===== src/rtl/music_speech_bus_ctrl.sv =====
// Cycle scheduler and interrupt front-end for the Music/Speech 6809 core:
// CPU cycle-enable divider, host bus-slot arbitration and IRQ/FIRQ edge latching.
module music_speech_bus_ctrl #(
    parameter int DIV      = 32,
    parameter int MAX_HOLD = 4
) (
    input  logic                    CLKIN,
    input  logic                    RESET,
    input  logic                    HOST_REQ,
    input  logic                    HOST_DONE,
    output logic                    HOST_GNT,
    output logic                    CPU_ENA,
    output logic                    CPU_HOLD,
    output logic [$clog2(DIV)-1:0]  PHASE,
    input  logic                    INT1_N,
    input  logic                    INT3_N,
    input  logic                    IRQ_ACK,
    input  logic                    FIRQ_ACK,
    output logic                    CPU_IRQ_N,
    output logic                    CPU_FIRQ_N
);

    localparam int PW = $clog2(DIV);
    localparam logic [PW-1:0] LAST_PHASE = PW'(DIV - 1);
    localparam logic [3:0]    HOLD_LIMIT = 4'(MAX_HOLD);

    typedef enum logic [1:0] {
        CPU_RUN  = 2'd0,
        HOST_OWN = 2'd1,
        RECOVER  = 2'd2
    } state_t;

    state_t          state, state_next;
    logic [PW-1:0]   phase;
    logic [3:0]      hold_cnt, hold_next;
    logic            boundary;
    logic [3:0]      hold_inc;

    logic [1:0]      int_sync_p0;
    logic [1:0]      int_sync_p1;
    logic [1:0]      int_prev_p2;
    logic [1:0]      int_fall;
    logic            irq_pending;
    logic            firq_pending;

    assign boundary = (phase == LAST_PHASE);
    assign hold_inc = hold_cnt + 4'd1;

    always_ff @(posedge CLKIN or posedge RESET) begin
        if (RESET) begin
            phase <= '0;
        end else if (boundary) begin
            phase <= '0;
        end else begin
            phase <= phase + PW'(1);
        end
    end

    always_ff @(posedge CLKIN or posedge RESET) begin
        if (RESET) begin
            state    <= CPU_RUN;
            hold_cnt <= 4'd0;
        end else begin
            state    <= state_next;
            hold_cnt <= hold_next;
        end
    end

    // Outputs depend only on registered state and phase, never on inputs.
    always_comb begin
        state_next = state;
        hold_next  = hold_cnt;
        HOST_GNT   = 1'b0;
        CPU_HOLD   = 1'b0;
        CPU_ENA    = 1'b0;
        case (state)
            CPU_RUN: begin
                CPU_ENA = boundary;
                if (boundary && HOST_REQ) begin
                    state_next = HOST_OWN;
                    hold_next  = 4'd0;
                end
            end
            HOST_OWN: begin
                HOST_GNT = 1'b1;
                CPU_HOLD = 1'b1;
                if (boundary) begin
                    hold_next = hold_inc;
                end
                if (HOST_DONE || !HOST_REQ || (boundary && (hold_inc == HOLD_LIMIT))) begin
                    state_next = RECOVER;
                end
            end
            RECOVER: begin
                // One guaranteed CPU cycle between tenures; requests wait it out.
                CPU_ENA = boundary;
                if (boundary) begin
                    state_next = CPU_RUN;
                end
            end
            default: begin
                state_next = CPU_RUN;
            end
        endcase
    end

    // Synchroniser and previous-value flops preset high so reset release is edge-free.
    always_ff @(posedge CLKIN or posedge RESET) begin
        if (RESET) begin
            int_sync_p0 <= 2'b11;
            int_sync_p1 <= 2'b11;
            int_prev_p2 <= 2'b11;
        end else begin
            int_sync_p0 <= {INT3_N, INT1_N};
            int_sync_p1 <= int_sync_p0;
            int_prev_p2 <= int_sync_p1;
        end
    end

    assign int_fall = int_prev_p2 & ~int_sync_p1;

    // A new edge beats a simultaneous acknowledge so no request is lost.
    always_ff @(posedge CLKIN or posedge RESET) begin
        if (RESET) begin
            irq_pending  <= 1'b0;
            firq_pending <= 1'b0;
        end else begin
            if (int_fall[0]) begin
                irq_pending <= 1'b1;
            end else if (IRQ_ACK) begin
                irq_pending <= 1'b0;
            end
            if (int_fall[1]) begin
                firq_pending <= 1'b1;
            end else if (FIRQ_ACK) begin
                firq_pending <= 1'b0;
            end
        end
    end

    assign PHASE      = phase;
    assign CPU_IRQ_N  = ~irq_pending;
    assign CPU_FIRQ_N = ~firq_pending;

endmodule


===== config.mk =====
export PLATFORM = sky130hd
export DESIGN_NAME = music_speech_bus_ctrl
export DESIGN_NICKNAME = d
export VERILOG_FILES = /design/src/rtl/music_speech_bus_ctrl.sv
export SDC_FILE = /design/constraint.sdc
export NUM_CORES = 1
export LEC_CHECK = 0
export ABC_AREA = 0
export ABC_CLOCK_PERIOD_IN_PS = 2100
export BUFFER_PORTS_ARGS = -buffer_cell sky130_fd_sc_hd__buf_2
export CAP_MARGIN = 30
export CORE_UTILIZATION = 24
export CTS_CLUSTER_DIAMETER = 30
export CTS_CLUSTER_SIZE = 16
export DETAILED_ROUTE_END_ITERATION = 7
export PLACE_DENSITY = 0.42
export SLEW_MARGIN = 30
export SYNTH_ARGS = -nofsm -noshare
export SYNTH_HDL_FRONTEND = slang
export SYNTH_SLANG_ARGS = --single-unit

===== constraint.sdc =====
create_clock -name CLKIN -period 2.1 [get_ports CLKIN]
set_input_delay 0.42 -clock CLKIN [delete_from_list [all_inputs] [get_ports CLKIN]]
set_output_delay 0.42 -clock CLKIN [all_outputs]
set_load 0.05 [all_outputs]

Word level (Yosys, flattened, before mapping)
Index checks and enable logic that the tools add are counted.

operators by class
  add/subtract/negate cells = 2
  eq/ne operators = 8
  muxes and demuxes = 14
  bitwise logic cells = 4
  reduce and logical (&&, ||, !) cells = 12

operators with widths
  kind                 number
  $mux 4               2
  $ne 2x2->1 const B   4
  $pmux 4 s2           1
  $mux 1               6
  $mux 2               3
  $pmux 2 s3           1
  $reduce_and 3->1     2
  $reduce_bool 2->1    3
  $add 5x1->5 const B  1
  $eq 5x5->1 const B   1
  $mux 5               1
  $add 4x1->4 const B  1
  $eq 4x3->1 const B   1
  $and 2x2->2          1
  $eq 2x1->1 const B   1
  $eq 2x2->1 const B   1
  $logic_and 1x1->1    2
  $logic_not 2->1      1
  $logic_or 1x1->1     2
  $not 1->1            2
  $not 2->2            1
  $reduce_or 2->1      1
  $logic_not 1->1      1

storage, ports and cells
  bits in registers = 19

Longest topological paths before layout
Gate-level depths: netlist of run 1.

  depth after elaboration = 6
  depth in mapped cells = 6

Worst setup path before layout of run 1
No wires, ideal clock.

  path kind = register to output
  start point = register phase[0] (netlist: PHASE[0])
  end point = output port CPU_ENA
  arrival time = 2002 ps
  required time = 1680 ps
  path slack = -322 ps
  cell stages (with the launch flop) = 6
  buffers on the path = 0
  cell sequence = dfrtp_1 > ha_1 > and3_1 > ha_1 > inv_2 > nor2_1

on the way
  longest elaborated chain between the ends = 2

ends and longest elaborated chain
  item                    RTL line  text
  start, declared         34        logic [PW-1:0] phase;
  start signal, assigned  55        phase <= phase + PW'(1);
  $eq 5x5->1              46        assign boundary = (phase == LAST_PHASE);
  $mux 1                  76        case (state)
  end, declared           12        output logic CPU_ENA,

No other way between the ends.

Final worst setup path of run 1
Same ends and word-level chain as after synthesis.

==> impl_metrics.ini, run 1 <==
[global_routing]
grt_pass1_wl_um = 2325
grt_pass1_vias = 497
grt_use_total_pct = 9.412
grt-ovfl-total = 0
antenna_found_initial = 0
grt_max_degree = 20

[floorplanning]
num_rows = 19
coreArea_um2 = 2877
die-area_um2 = 3372
die_h_um = 58.07
die_w_um = 58.07
initial_core_util_pct = 26.23
num_io_pins = 18

[cts]
htree_levels = 1
cts_made_buffers = 3
hold_buffers = 0
clk_latency_ps = 300
cts_tree = done
cts_root_buf = clkbuf_4
cts.sinks = 19
cts_buffer_depth = 2
path_clk_slew_ps = 120

[worst_setup_path]
worstReg2RegEnd = hold_cnt[3]$_DFFE_PP0P_
crit_arrival_ps = 1580
required_ps = 1680
timing.rr.start = PHASE[0]$_DFF_PP0_
rrSetupSlack_ps = 420
critPathLaunchType = flop
critPathKind = reg2out
end_kind = primary output
reg2regPathDepth = 6
crit_path_max_fanout = 6

[drt]
dr.pass1.iters = 4
drc = 0
drt_wl_total_um = 1284
ant_nets = 0
first_iter_violations = 28
avgViaCountPerCell = 4.096
avgRoutedWirePerCell_um = 10.27
num_vias = 512

[timing]
fin_skew_ps = 6.419
relSlewSlack_pct = 53.31
fmax_mhz = 499.8
tightest_slew_ps = 699.5
post-route-period-util_pct = 95.28
finalSetupViolations = 0
rsz0062_at_grt = false
period_minus_slack_ps = 2001
slew_violations = 0
final.setup.tns_ps = 0
hold_viol = 0

[synth]
avgSynthCellArea_um2 = 12.37
syn_area_um2 = 754.5
yosysUniqueCellTypes = 22
yosysSeqAreaShare_pct = 64.01
syn_inst = 61
syn_nets = 72
synth-seq-cells = 19
yosys_warnings = 0

[finish]
final_common_cell = buf_2
num-fill-cells = 306
fin_nets = 95
antennaDiodeCount = 0
drive_above_1_share_pct = 40.96
area_delta_synth_final_pct = 26.37
layout_common_cells = buf_2, dfrtp_1, inv_1

[power]
power.density_nw_per_um2 = 636.5
p_leak_nw = 0.4565
p_total_uw = 606.8
vdd.ir_drop.worst_v = 0.0002524

[placement]
port_buffers = 17
hpwl_um = 949.2
gp_congestion = 0.7259

[run_status]
outcome = completed

[hold_path]
hold_path.class = in2async

[job]
drv_cap = 0
[stage by stage]
step,hold slack [ps],worst slack [ps],instances,utilization (%),area (um2)
global route,193.3,22.88,125,33.14,953.4
CTS,198.2,12.84,124,32.41,932.1
global placement,345.7,279.4,119,31.01,892.1
finish,208.8,99.03,125,33.14,953.4
detailed placement,348.1,223.9,119,31.01,892.1
floorplan,345.2,35.93,61,-,762.0
[area by class of cell]
cell class                 instances  area (um2)  share of cell area [%]
sequential                        19       483.0                   50.66
multi-input combinational         33       254.0                   26.64
timing repair buffer              19       106.4                   11.15
tap                               42       52.55                   5.512
inverter                           8       30.03                   3.150
clock buffer                       3       22.52                   2.362
clock inverter                     1       5.005                  0.5249
[synthesized netlist by cell type]
| master | number | area share [%] |
|---|---|---|
| nor4_1 | 1 | 0.83 |
| o31ai_2 | 1 | 1.7 |
| o311a_1 | 1 | 1.3 |
| inv_2 | 1 | 0.50 |
| dfstp_2 | 6 | 21 |
| inv_1 | 7 | 3.5 |
| o22ai_1 | 2 | 1.7 |
| dfrtp_1 | 13 | 43 |
| xor2_1 | 1 | 1.2 |
| and3_1 | 2 | 1.7 |
| a32o_1 | 2 | 2.7 |
| nand3_1 | 3 | 2.0 |
| buf_4 | 1 | 1.0 |
| xnor2_1 | 1 | 1.2 |
| and2b_2 | 1 | 1.2 |
| o31ai_1 | 1 | 1.0 |
| nor2_1 | 6 | 3.0 |
| nand2b_1 | 3 | 2.5 |
| a211o_1 | 1 | 1.2 |
| o21ai_0 | 3 | 2.0 |
| a22o_1 | 1 | 1.2 |
| ha_1 | 3 | 5.0 |
[what timing repair did]
item                                    CTS  global route
endpoints found under the setup margin    1             1
resized for setup                         2             2
buffers inserted                          1             1
endpoints found under the hold margin     0             0
[layer usage]
metal | vias up | wire (um) | part of all wire, % | GRT usage (%)
met2 | 10 | 573 | 45 | 12.64
met3 | 2 | 48 | 3.7 | 2.009
li1 | 254 | - | - | -
met1 | 246 | 642 | 50 | 13.50
met4 | 0 | 19 | 1.5 | 6.122
met5 | - | 0 | 0 | 0
[critical path: stages, from the launching register on]
cell and delay (ps):
dfrtp_1 390, ha_1 220, and3_1 210, ha_4 180, inv_2 90, nor2_4 40, buf_6 150
[flip-flops by register name (all words and copies together) (netlist names)]
signal / cells
PHASE: 5
firq_pending: 1
hold_cnt: 4
int_prev_p2: 2
int_sync_p0: 2
int_sync_p1: 2
irq_pending: 1
state: 2
[kinds of logic after synthesis]
| kind of cell | share of synthesized area (%) |
|---|---|
| AOI/OAI and AO/OA | 12.60 |
| adders and majority gates | 4.976 |
| xor gates and xnor gates | 2.322 |
| and+or+nand+nor | 11.11 |
| buffers and inverters | 4.976 |
| DFF | 64.01 |
[worst max path at each step]
stage / from / endpoint / slack [ps] / cells after the start
2_1_floorplan: PHASE[0]$_DFF_PP0_ / CPU_ENA / 40 / 5
4_1_cts: PHASE[1]$_DFF_PP0_ / CPU_ENA / 10 / 6
3_3_place_gp: PHASE[0]$_DFF_PP0_ / CPU_ENA / 280 / 6
3_5_place_dp: PHASE[0]$_DFF_PP0_ / CPU_ENA / 220 / 6
6_report: PHASE[0]$_DFF_PP0_ / CPU_ENA / 100 / 6
5_1_grt: state[0]$_DFFE_PP0P_ / CPU_HOLD / 20 / 3
[report_power, final]
part | total (mW) | internal [mW] | switching (mW) | leakage [nW]
sequential | 0.382 | 0.380 | 0.00274 | 0.227
clock | 0.188 | 0.0709 | 0.117 | 0.0177
combinational | 0.0369 | 0.0104 | 0.0265 | 0.212
(Power assumes the default switching activity.)
==> run 2: changes to the inputs <==
- PLACE_DENSITY: 0.42 -> 0.4
==> run 2 against run 1 <==
- the run now ends with DRC left
- power down 0.97%
- via count up 1.2%
- utilization unchanged
- largest power group unchanged
==> impl_metrics.ini, run 2 (synthesis gave the netlist of run 1 again) <==
[timing]
slew_violations = 0
fin_skew_ps = 0.6421
finalSetupViolations = 0
post-route-period-util_pct = 95.82
final.setup.tns_ps = 0
timing.hold.ws_ps = 212.1
fmax_mhz = 496.9
hold_viol = 0
tightest_slew_ps = 711.7
period_minus_slack_ps = 2012
fin_ws_ps = 87.69
relSlewSlack_pct = 52.50
rsz0062_at_grt = false

[worst_setup_path]
crit_path_max_fanout = 6
reg2regPathDepth = 6
required_ps = 1680
end_kind = primary output
critPathKind = reg2out
timing.rr.start = PHASE[1]$_DFF_PP0_
startpoint = PHASE[0]$_DFF_PP0_
crit_arrival_ps = 1590
critPathLaunchType = flop

[hold_path]
holdPathStages = 1
hold_start = INT1_N
hold_path.class = in2reg

[floorplanning]
initial_core_util_pct = 26.23
num_rows = 19
die_w_um = 58.07
num_io_pins = 18
die_h_um = 58.07
die-area_um2 = 3372
coreArea_um2 = 2877

[cts]
clk_latency_ps = 290
path_clk_slew_ps = 100
htree_levels = 1
cts_tree = done
cts_buffer_depth = 2
cts_root_buf = clkbuf_4
cts_made_buffers = 3
cts.sinks = 19

[finish]
layout_common_cells = buf_2, dfrtp_1, inv_1
final_common_cell = buf_2
drive_above_1_share_pct = 40.96
finish.instance_area_um2 = 953.4
antennaDiodeCount = 0
fin_nets = 95
area_delta_synth_final_pct = 26.37
largest_reg_flops = 5

[power]
p_switching_uw = 140.2
p_leak_nw = 0.4551
p_sw_share_pct = 23.32
p_int_uw = 460.8
p_clk_share_pct = 30.2
p_total_uw = 601.0
p_seq_share_pct = 63.6
vdd.ir_drop.worst_v = 0.0002084
comb_power_share_pct = 6.2
power.density_nw_per_um2 = 630.3

[job]
drv_cap = 0

[global_routing]
grt_use_total_pct = 8.655
grt_pass1_vias = 520
antenna_found_initial = 0
grt-ovfl-total = 0
grt_max_degree = 20
grt_pass1_wl_um = 2152

[drt]
dr.pass1.iters = 6
drt_wl_total_um = 1257
num_vias = 518
ant_nets = 0
avgRoutedWirePerCell_um = 10.06
avgViaCountPerCell = 4.144
drc = 1
first_iter_violations = 28

[placement]
gp_congestion = 0.7103
place_ws_ps = 235.6
port_buffers = 17
hpwl_um = 905.6
place_area_um2 = 892.1

[run_status]
violations = DRC
outcome = finished, violations left
-- run 2: cell counts in the layout (fill, tap and decap cells not counted) --
Identical to the previous run, type by type.
-- run 2: cell type report --
class / instances / area, um2
inverters: 8 / 30.03
well taps: 42 / 52.55
clock inverters: 1 / 5.005
flip-flops and latches: 19 / 483.0
clock buffers: 3 / 22.52
repair buffers: 19 / 106.4
fillers: 301 / 1923
multi-input cells: 33 / 254.0
-- run 2: power by group through the flow --
| stage | Combinational, mW | Sequential, mW | Clock (mW) |
|---|---|---|---|
| after global routing | 0.0411 | 0.384 | 0.213 |
| after CTS | 0.0385 | 0.383 | 0.200 |
| final | 0.0373 | 0.382 | 0.181 |
| after floorplan | 0.0247 | 0.388 | 0 |
| after detailed placement | 0.0385 | 0.389 | 0 |
| after global placement | 0.0381 | 0.389 | 0 |
-- run 2: final timing paths --
path                                                  to  slack (ps)
worst max register to register   hold_cnt[3]$_DFFE_PP0P_         390
max in group asynchronous             PHASE[1]$_DFF_PP0_        1430
worst min-delay path            int_sync_p0[0]$_DFF_PP1_         210
min in group asynchronous        hold_cnt[0]$_DFFE_PP0P_         220
worst min register to register  int_sync_p1[0]$_DFF_PP1_         360
worst max-delay path                             CPU_ENA          90
-- run 2: repair_timing --
| item | 4_1_cts | 5_1_grt |
|---|---|---|
| cloned | 0 | 0 |
| setup endpoints to repair | 1 | 1 |
| hold endpoints to repair | 0 | 0 |
| resized for setup | 2 | 2 |
| hold buffers | 0 | 0 |
| buffers inserted | 1 | 1 |
-- run 2: layer usage --
layer | global-route usage [%] | routed length (um) | vias to the layer above
met3 | 4.018 | 81 | 2
met5 | 0 | 0 | -
li1 | - | - | 253
met1 | 10.53 | 572 | 249
met4 | 3.061 | 12 | 0
met2 | 13.46 | 591 | 14
-- run 2: critical path: stages (launching register included) --
cell and delay (ps):
dfrtp_1 400, ha_1 220, and3_1 210, ha_4 190, inv_2 80, nor2_4 40
buf_6 150
-- run 2: per-stage QoR --
stage               utilization, %  instances
CTS                          32.41        124
finish                       33.14        125
detailed placement           31.01        119
global route                 33.14        125
floorplan                        -         61
global placement             31.01        119
